--- src/rtl/sap_pkg.sv ---
// Shared opcode, T-state and control-word definitions for the SAP controller/sequencer.
package sap_pkg;

    localparam logic [3:0] OP_LDA = 4'h0;
    localparam logic [3:0] OP_ADD = 4'h1;
    localparam logic [3:0] OP_SUB = 4'h2;
    localparam logic [3:0] OP_OUT = 4'hE;
    localparam logic [3:0] OP_HLT = 4'hF;

    localparam logic [5:0] T1 = 6'b000001;
    localparam logic [5:0] T2 = 6'b000010;
    localparam logic [5:0] T3 = 6'b000100;
    localparam logic [5:0] T4 = 6'b001000;
    localparam logic [5:0] T5 = 6'b010000;
    localparam logic [5:0] T6 = 6'b100000;

    typedef struct packed {
        logic pc_en;
        logic pc_oe;
        logic mar_we;
        logic mem_oe;
        logic ir_we;
        logic ir_oe;
        logic acc_we;
        logic acc_oe;
        logic breg_we;
        logic alu_oe;
        logic sub;
        logic or_we;
    } ctrl_word_t;

endpackage

--- src/rtl/sap_ring_counter.sv ---
// Six-state one-hot T-state ring with advance, jump-to-T1 and hold.
module sap_ring_counter
    import sap_pkg::*;
(
    input  logic       clk,
    input  logic       rst,
    input  logic       adv,
    input  logic       jump,
    input  logic       hold,
    output logic [5:0] state
);

    logic [5:0] state_q, state_d;

    always_comb begin
        state_d = state_q;
        if (adv && !hold) begin
            state_d = jump ? T1 : {state_q[4:0], state_q[5]};
        end
    end

    always_ff @(posedge clk or posedge rst) begin
        if (rst) begin
            state_q <= T1;
        end else begin
            state_q <= state_d;
        end
    end

    assign state = state_q;

endmodule

--- src/rtl/sap_sequencer.sv ---
// SAP controller/sequencer: T-state sequencing, opcode decode to control word,
// halt, run/step gating and retired-instruction counting.
module sap_sequencer
    import sap_pkg::*;
#(
    parameter int unsigned SKIP_NOP = 0,
    parameter int unsigned ICNT_W   = 8
) (
    input  logic              CLK,
    input  logic              RESET,
    input  logic [3:0]        opcode,
    input  logic              run,
    input  logic              step,
    output logic              pc_en,
    output logic              pc_oe,
    output logic              mar_we,
    output logic              mem_oe,
    output logic              ir_we,
    output logic              ir_oe,
    output logic              acc_we,
    output logic              acc_oe,
    output logic              breg_we,
    output logic              alu_oe,
    output logic              sub,
    output logic              or_we,
    output logic [5:0]        tstate,
    output logic              halted,
    output logic [ICNT_W-1:0] icount
);

    logic              halted_q, halted_d;
    logic [ICNT_W-1:0] icount_q, icount_d;
    logic              adv, is_nop, last_t, hlt_hold;
    ctrl_word_t        cw;

    sap_ring_counter u_ring (
        .clk   (CLK),
        .rst   (RESET),
        .adv   (adv),
        .jump  (last_t),
        .hold  (hlt_hold),
        .state (tstate)
    );

    always_comb begin
        adv      = ~halted_q & (run | step);
        is_nop   = !(opcode inside {OP_LDA, OP_ADD, OP_SUB, OP_OUT, OP_HLT});
        hlt_hold = (opcode == OP_HLT) && (tstate == T4);
        last_t   = (tstate == T6);
        // Early exit to T1 once the instruction has no further useful T-states
        if (SKIP_NOP != 0) begin
            if (opcode == OP_LDA && tstate == T5) last_t = 1'b1;
            if ((opcode == OP_OUT || is_nop) && tstate == T4) last_t = 1'b1;
        end
        halted_d = halted_q | (adv & hlt_hold);
        icount_d = icount_q;
        if (adv && last_t) icount_d = icount_q + ICNT_W'(1);
    end

    always_comb begin
        cw = '0;
        case (tstate)
            T1: begin cw.pc_oe = 1'b1; cw.mar_we = 1'b1; end
            T2: cw.pc_en = 1'b1;
            T3: begin cw.mem_oe = 1'b1; cw.ir_we = 1'b1; end
            T4: begin
                case (opcode)
                    OP_LDA, OP_ADD, OP_SUB: begin cw.ir_oe = 1'b1; cw.mar_we = 1'b1; end
                    OP_OUT: begin cw.acc_oe = 1'b1; cw.or_we = 1'b1; end
                    default: ;
                endcase
            end
            T5: begin
                case (opcode)
                    OP_LDA: begin cw.mem_oe = 1'b1; cw.acc_we = 1'b1; end
                    OP_ADD, OP_SUB: begin
                        cw.mem_oe  = 1'b1;
                        cw.breg_we = 1'b1;
                        cw.sub     = (opcode == OP_SUB);
                    end
                    default: ;
                endcase
            end
            T6: begin
                if (opcode == OP_ADD || opcode == OP_SUB) begin
                    cw.alu_oe = 1'b1;
                    cw.acc_we = 1'b1;
                    cw.sub    = (opcode == OP_SUB);
                end
            end
            default: ;
        endcase
        // Frozen or in reset: the whole word is suppressed, not just the edge effects
        if (!adv || RESET) cw = '0;
    end

    always_ff @(posedge CLK or posedge RESET) begin
        if (RESET) begin
            halted_q <= 1'b0;
            icount_q <= '0;
        end else begin
            halted_q <= halted_d;
            icount_q <= icount_d;
        end
    end

    assign pc_en   = cw.pc_en;
    assign pc_oe   = cw.pc_oe;
    assign mar_we  = cw.mar_we;
    assign mem_oe  = cw.mem_oe;
    assign ir_we   = cw.ir_we;
    assign ir_oe   = cw.ir_oe;
    assign acc_we  = cw.acc_we;
    assign acc_oe  = cw.acc_oe;
    assign breg_we = cw.breg_we;
    assign alu_oe  = cw.alu_oe;
    assign sub     = cw.sub;
    assign or_we   = cw.or_we;
    assign halted  = halted_q;
    assign icount  = icount_q;

    a_bus_excl: assert property (@(posedge CLK) disable iff (RESET)
        $onehot0({pc_oe, mem_oe, ir_oe, acc_oe, alu_oe}));

endmodule
--- config.mk ---
export PLATFORM = sky130hd
export DESIGN_NAME = sap_sequencer
export DESIGN_NICKNAME = d
export VERILOG_FILES = /design/src/rtl/sap_pkg.sv /design/src/rtl/sap_ring_counter.sv /design/src/rtl/sap_sequencer.sv
export SDC_FILE = /design/constraint.sdc
export NUM_CORES = 1
export LEC_CHECK = 0
export ABC_AREA = 1
export CELL_PAD_IN_SITES_DETAIL_PLACEMENT = 1
export CELL_PAD_IN_SITES_GLOBAL_PLACEMENT = 1
export CORE_MARGIN = 2
export CORE_UTILIZATION = 33
export CTS_CLUSTER_DIAMETER = 100
export CTS_CLUSTER_SIZE = 12
export DETAILED_ROUTE_END_ITERATION = 8
export PLACE_DENSITY_LB_ADDON = 0.1
export SYNTH_ARGS = -nofsm -noshare
export SYNTH_HDL_FRONTEND = slang
export SYNTH_HIERARCHICAL = 1
export SYNTH_SLANG_ARGS = --single-unit
--- constraint.sdc ---
create_clock -name CLK -period 3.15 [get_ports CLK]
set_input_delay 0.4725 -clock CLK [delete_from_list [all_inputs] [get_ports CLK]]
set_output_delay 0.4725 -clock CLK [all_outputs]
set_load 0.01 [all_outputs]
-- After elaboration in Yosys (flattened, before gate mapping)
Index checks and enable logic that the tools add are counted.
- flip-flop bits (word level): 15
- input bits: 8
- logic and storage cells: 49
- add/subtract/negate cells: 1
- equal/unequal tests: 10
- muxes and demuxes: 20
- bitwise gates (word level): 5
- reductions and logical operators: 10
- operator list (cell ; number):
    two-way mux 1 bit ; 13
    two-way mux 12 bit ; 1
    adder 8 x 1 -> 8 bit, second input constant ; 1
    == test 4 bit, second input constant ; 2
    one-hot mux 1 bit (2 select lines) ; 4
    == test 6 x 1 -> 1 bit, second input constant ; 1
    == test 6 x 2 -> 1 bit, second input constant ; 1
    == test 6 x 3 -> 1 bit, second input constant ; 1
    == test 6 x 4 -> 1 bit, second input constant ; 1
    == test 6 x 5 -> 1 bit, second input constant ; 1
    == test 6 bit, second input constant ; 1
    two-way mux 6 bit ; 1
    == test 4 x 1 -> 1 bit, second input constant ; 1
    == test 4 x 2 -> 1 bit, second input constant ; 1
    logical NOT 4 bit ; 1
    logical AND 1 bit ; 3
    OR reduction 3 bit ; 1
    AND 1 bit ; 2
    logical NOT 1 bit ; 2
    logical OR 1 bit ; 2
    two-way mux 2 bit ; 1
    OR 1 bit ; 2
    OR reduction 2 bit ; 1
    NOT 1 bit ; 1

-- Logic depth before layout (Yosys ltp)
Gate-level depths: netlist (run 1).
- depth after elaboration: 5
- mapped depth: 8

-- By module
The synthesis (run 1) kept the hierarchy.
- modules (own cells, without submodules) (module ; times used ; cells each ; area each (µm²) ; sequential area each (µm²)):
    sap_sequencer ; 1 ; 132 ; 775.7 ; 225.2
    sap_ring_counter ; 1 ; 42 ; 296.5 ; 151.4

-- Worst setup path before layout (run 1)
OpenSTA, ideal clock, no wires.
- path kind: input -> output
- start: in RESET
- end: out or_we
- data arrival time: 1.478 ns
- required time: 2.677 ns
- setup slack: 1.200 ns
- stages: 6
- cells stage by stage: inv_1 > nand3_1 > inv_1 > nand2_1 > nor2_1 > buf_4
- longest elaborated chain between the ends: 2
- RTL lines (what ; RTL line ; RTL):
    from (decl) ; sap_sequencer.sv:10 ; input logic RESET,
    logical OR 1 bit ; sap_sequencer.sv:94 ; if (!adv || RESET) cw = '0;
    two-way mux 12 bit ; sap_sequencer.sv:94 ;
    to (decl) ; sap_sequencer.sv:25 ; output logic or_we,
No other way between the ends.

-- Worst setup path after layout (run 1)
- start: in run
- end: out mem_oe
- longest elaborated chain between the ends: 5
- RTL lines (what ; RTL line ; RTL):
    from (decl) ; sap_sequencer.sv:12 ; input logic run,
    OR 1 bit ; sap_sequencer.sv:46 ; adv = ~halted_q & (run | step);
    AND 1 bit ; sap_sequencer.sv:46 ;
    logical NOT 1 bit ; sap_sequencer.sv:94 ;
    logical OR 1 bit ; sap_sequencer.sv:94 ;
    two-way mux 12 bit ; sap_sequencer.sv:94 ;
    to (decl) ; sap_sequencer.sv:17 ; output logic mem_oe,
No other way between the ends.

==> results of run 1 <==
through the flow:
stage / setup slack [ns] / util (%) / cells
floorplan: 1.20 / - / 174
global placement: 0.475 / 47.3 / 251
detailed placement: 0.342 / 47.3 / 251
CTS: 0.336 / 48.2 / 255
global route: 0.147 / 48.2 / 255
finish: 0.352 / 48.2 / 255
path summary, 6_finish.rpt:
kind                            depth (start not counted)  slack, ns                          end
worst max-delay path                                    8       0.35                       mem_oe
worst min-delay path                                    2       0.42  u_ring/state[4]$_DFFE_PP0P_
worst max register to register                          6       1.45        icount[0]$_DFFE_PP0P_
worst min register to register                          2       0.52  u_ring/state[0]$_DFFE_PP1P_
max in group asynchronous                               3       2.47        icount[7]$_DFFE_PP0P_
min in group CLK                                        2       0.52  u_ring/state[0]$_DFFE_PP1P_
power by group through the flow:
stage	combinational [uW]	clock [uW]	sequential, uW
final	22.1	113	192
after floorplan	8.20	0	196
after detailed placement	22.2	0	196
after CTS	22.4	120	192
after global placement	21.9	0	196
after global routing	24.6	128	193
layout by cell type, fill, tap and decap left out, drive strengths merged:
| cell | netlist | layout |
|---|---|---|
| inv | 31 | 31 |
| nand3 | 9 | 9 |
| clkdlybuf4s50 | 0 | 34 |
| and3 | 1 | 1 |
| clkinv | 0 | 1 |
| xor2 | 1 | 1 |
| nor2 | 30 | 30 |
| and2 | 1 | 1 |
| dfrtp | 14 | 14 |
| dfstp | 1 | 1 |
| or2 | 1 | 1 |
| ha | 1 | 1 |
| buf | 2 | 1 |
| clkbuf | 0 | 3 |
| nor3 | 2 | 2 |
| nand4 | 4 | 4 |
| o21ai | 6 | 6 |
| nand2 | 69 | 69 |
| nand3b | 1 | 1 |
area by class of cell:
type	count	area, um^2
tap	44	55.1
inverter	31	116
multi-input combinational	126	561
fill	425	1590
clock inverter	1	5.00
clock buffer	3	22.5
timing repair buffer	35	348
sequential	15	377
routing by layer:
metal	vias up	track usage [%]
met5	-	0
met4	0	2.80
met3	0	4.05
met2	23	30.4
met1	514	22.9
li1	595	-
worst max-delay path, stage by stage:
cell and delay (ns):
clkdlybuf4s50_1 0.45, inv_1 0.04, nand2_1 0.09, nand3_1 0.24, nor2_1 0.30, nand2_1 0.07, o21ai_0 0.09, clkdlybuf4s50_1 0.57
state kept, by name (all words and copies together), names as in the netlist:
register	count
icount	8
u_ring/state	6
halted	1
logic make-up (layout without fill, tap and decap cells):
group / count (synthesis) / after routing / synth area share (%)
buffers and inverters: 33 / 70 / 12.6
AO/OA/AOI/OAI: 6 / 6 / 3.50
XOR/XNOR: 1 / 1 / 0.817
AND/OR/NAND/NOR: 118 / 118 / 46.8
flip-flops: 15 / 15 / 35.1
adder cells (fa/ha/maj): 1 / 1 / 1.17
==> results.cfg, run 1 <==
[cts]
postCtsSetupRepairBufs = 0
cts_max_level = 1
path_clk_slew_ns = 0.09
cts_tree = built
holdBufCountCts = 0
clockBufferDepth = 2
root_buffer = clkbuf_4
cts_num_sinks = 15
cts_resized = 0
worstSkewPairLatency_ns = 0.29
cts_buffers = 3

[logic_synthesis]
synth_area_leaders = dfrtp_1 (33%), nand2_1 (24%), inv_1 (11%)
syn_area_per_cell_um2 = 6.16
async_flop_share_pct = 100
synthCells = 174
ys_types = 24
synth-edff-count = 0
yosysTopAreaCellShare_pct = 32.7
syn-cell-area_um2 = 1070
postSynthNetCount = 183
synthTopCellsByCount = nand2_1 (68), inv_1 (30), nor2_1 (26)
yosysWarnings = 6
yosysSeqAreaShare_pct = 35.1
synth_ff_type = dfrtp_1
synth.most_common_cell = nand2_1
ys_ff_latch = 15
synth_top_area_cell = dfrtp_1

[timing]
worstMarginPinSlew_ns = 0.553
clock.fmax_ghz = 0.357
finalCritPeriodShare_pct = 88.8
report.final.slew_viol_count = 0
max_slew_margin_pct = 63.0
whs_ns = 0.423
period_minus_slack_ns = 2.80
finalClockSkew_ns = 0.00565
rsz0062_at_grt = false
hold_violations = 0
finalSetupTns_ns = 0
setup_viol = 0

[finish]
fin_area_um2 = 1480
final_nets = 221
syn_to_final_growth_pct = 38.4
antenna_cells = 0
drive_above_1_share_pct = 8.06

[floorplan]
rows = 20
dieArea_um2 = 3720
die_width_um = 61
die_h_um = 61
coreArea_um2 = 3080
initial_utilization_pct = 34.8
boundaryPins = 35

[critical_path]
start_kind = input pin
critPathKind = input pin to primary output
end_kind = primary output
cp.required_ns = 2.68
worstReg2RegStart = u_ring/state[3]$_DFFE_PP0P_
critPathMaxFanout = 8
worstPathArrival_ns = 2.33
crit_start = run

[route]
wl_met1_mm = 1.41
highest_layer = met3
wl_met2_mm = 1.44
drtAntennaViolNets = 0
drc_errors = 0
viasPerCell = 4.44
initialDrtViolationCount = 39
via_count = 1132
dr.pass1.iters = 4
wl_per_cell_um = 11.6
wl_met3_um = 109
drt_wl_total_mm = 2.96

[placed_design]
dp_hpwl_mm = 2.38
io_buffers = 34
routabilityCongestion = 0.778
postPlaceCellArea_um2 = 1460

[pwr]
power_frac_seq_pct = 58.7
power_leakage_uw = 0.000727
switching_share_pct = 23.6
power.share.clock_pct = 34.5
p_per_area_nw_per_um2 = 221
intPower_uw = 250
ir_worst_vdd_uv = 164
switchingPower_uw = 77.2
power_frac_comb_pct = 6.7
totalPowerFinal_uw = 328

[grt]
antenna_found_initial = 0
grt.total_usage_pct = 17.6
grt_pass1_vias = 1189
grt_max_degree = 12
grt_pass1_wl_mm = 4.95
grt_overflow = 0

[run]
cap_violations = 0

[run_status]
status = finished, final reports clean

[worst_hold_path]
hold_path.class = input pin to asynchronous set/reset pin
Power figures use the tool's default switching activity.
==> run 2, diff against run 1 <==
- GPL_ROUTABILITY_DRIVEN: default -> 0
==> results of run 2 <==
The final DEF is identical to that of run 1; final timing and power are the same.
==> run 3, diff against run 2 <==
- CORE_MARGIN: 2 -> 5
==> run 3 against run 2 <==
Utilization is 0.081 points higher. Register-to-register slack worse by 0.03 ns. Total power is 0.68% higher. Sequential power hardly changed. Critical path depth stayed put. Clock skew is 0.0077 ns higher. Largest power group unchanged. Sequential share of layout area hardly changed. Maximum frequency is 1.4% higher. Final cell count stayed put. Routed wire length is 1.2% higher. Highest routed layer unchanged.
==> results.cfg, run 3 (synthesis results as in run 1) <==
[run_status]
status = finished, final reports clean

[finish]
syn_to_final_growth_pct = 38.6
antenna_cells = 0
drive_above_1_share_pct = 8.06
final_nets = 221
utilization_pct = 48.3
layout_commonest_cell = nand2_1
largest_reg_flops = 8
fill_cells = 426
layout_common_cells = nand2_1 (68), clkdlybuf4s50_1 (34), inv_1 (30)
fin_area_um2 = 1490

[critical_path]
start_kind = input pin
worstReg2RegStart = u_ring/state[2]$_DFFE_PP0P_
cp.required_ns = 2.68
critPathMaxFanout = 8
critPathKind = input pin to primary output
end_kind = primary output
r2r_cells = 6
worstPathArrival_ns = 2.29
r2r_end = icount[6]$_DFFE_PP0P_
reg2reg_setup_slack_ns = 1.42

[floorplan]
boundaryPins = 35
die_h_um = 67
dieArea_um2 = 4490
die_width_um = 67
initial_utilization_pct = 34.8
coreArea_um2 = 3080
rows = 20

[pwr]
switching_share_pct = 23.8
power_frac_comb_pct = 6.7
switchingPower_uw = 78.5
totalPowerFinal_uw = 330
intPower_uw = 251
ir_worst_vdd_uv = 150
power_frac_seq_pct = 58.4
power.share.clock_pct = 34.9
power_leakage_uw = 0.000723
p_per_area_nw_per_um2 = 222

[cts]
path_clk_slew_ns = 0.11
root_buffer = clkbuf_4
cts_resized = 0
cts_num_sinks = 15
holdBufCountCts = 0
clockBufferDepth = 2
postCtsSetupRepairBufs = 0
cts_tree = built
worstSkewPairLatency_ns = 0.29
cts_buffers = 3
cts_max_level = 1

[route]
drc_errors = 0
viasPerCell = 4.47
initialDrtViolationCount = 38
drtAntennaViolNets = 0
via_count = 1139
drt_wl_total_mm = 2.99
wl_per_cell_um = 11.7
dr.pass1.iters = 4

[placed_design]
dp_hpwl_mm = 2.44
dp_slack_ns = 0.367
io_buffers = 34
postPlaceCellArea_um2 = 1460

[timing]
period_minus_slack_ns = 2.76
report.final.slew_viol_count = 0
clock.fmax_ghz = 0.362
hold_violations = 0
finalCritPeriodShare_pct = 87.6
max_slew_margin_pct = 65.2
worstMarginPinSlew_ns = 0.520
setup_viol = 0
finalClockSkew_ns = 0.0134
finalSetupTns_ns = 0
layout_setup_ws_ns = 0.391
rsz0062_at_grt = false

[grt]
grt_pass1_wl_mm = 5.05
grt_overflow = 0
grt.total_usage_pct = 14.4
antenna_found_initial = 0
grt_pass1_vias = 1120
grt_max_degree = 12

[worst_hold_path]
hold_path.class = input pin to asynchronous set/reset pin

[run]
cap_violations = 0
## run 3: power by group through the flow
stage / Sequential (uW) / Clock (uW) / Combinational (uW)
floorplan: 196 / 0 / 8.20
global placement: 196 / 0 / 21.8
detailed placement: 196 / 0 / 22.4
CTS: 193 / 120 / 22.5
global route: 193 / 132 / 24.5
finish: 192 / 115 / 22.2
## run 3: layout make-up
type | count | area [um^2] | area share, %
Multi-Input combinational cell | 126 | 561 | 37.7
Sequential cell | 15 | 377 | 25.3
Timing Repair Buffer | 35 | 348 | 23.4
Inverter | 31 | 116 | 7.83
Tap cell | 44 | 55.1 | 3.70
Clock buffer | 3 | 22.5 | 1.52
Clock inverter | 1 | 7.51 | 0.505
## run 3: how the worst max path moves through the flow
stage | startpoint | to | slack [ns] | depth (start not counted)
finish | run | mem_oe | 0.39 | 8
global route | u_ring/state[3]$_DFFE_PP0P_ | alu_oe | 0.18 | 6
CTS | u_ring/state[3]$_DFFE_PP0P_ | acc_we | 0.33 | 6
detailed placement | run | mem_oe | 0.37 | 8
global placement | run | mem_oe | 0.47 | 8
floorplan | RESET | or_we | 1.20 | 6
## run 3: per-stage QoR
| stage | hold WS [ns] | std cells |
|---|---|---|
| after CTS | 0.420 | 255 |
| after global routing | 0.425 | 255 |
| after global placement | 0.478 | 251 |
| after detailed placement | 0.485 | 251 |
| after floorplan | 0.263 | 174 |
| final | 0.418 | 255 |
## run 3: critical path: stages
cell             delay (ns)
clkdlybuf4s50_1        0.45
inv_1                  0.04
nand2_1                0.10
nand3_1                0.25
nor2_1                 0.27
nand2_1                0.08
o21ai_0                0.08
clkdlybuf4s50_1        0.56
## run 3: layer usage
metal / wire [um] / up-vias / GRT usage (%)
met2: 1440 / 20 / 26.1
li1: - / 597 / -
met1: 1430 / 522 / 17.7
met3: 117 / 0 / 2.70
met5: 0 / - / 0
met4: 0 / 0 / 2.28
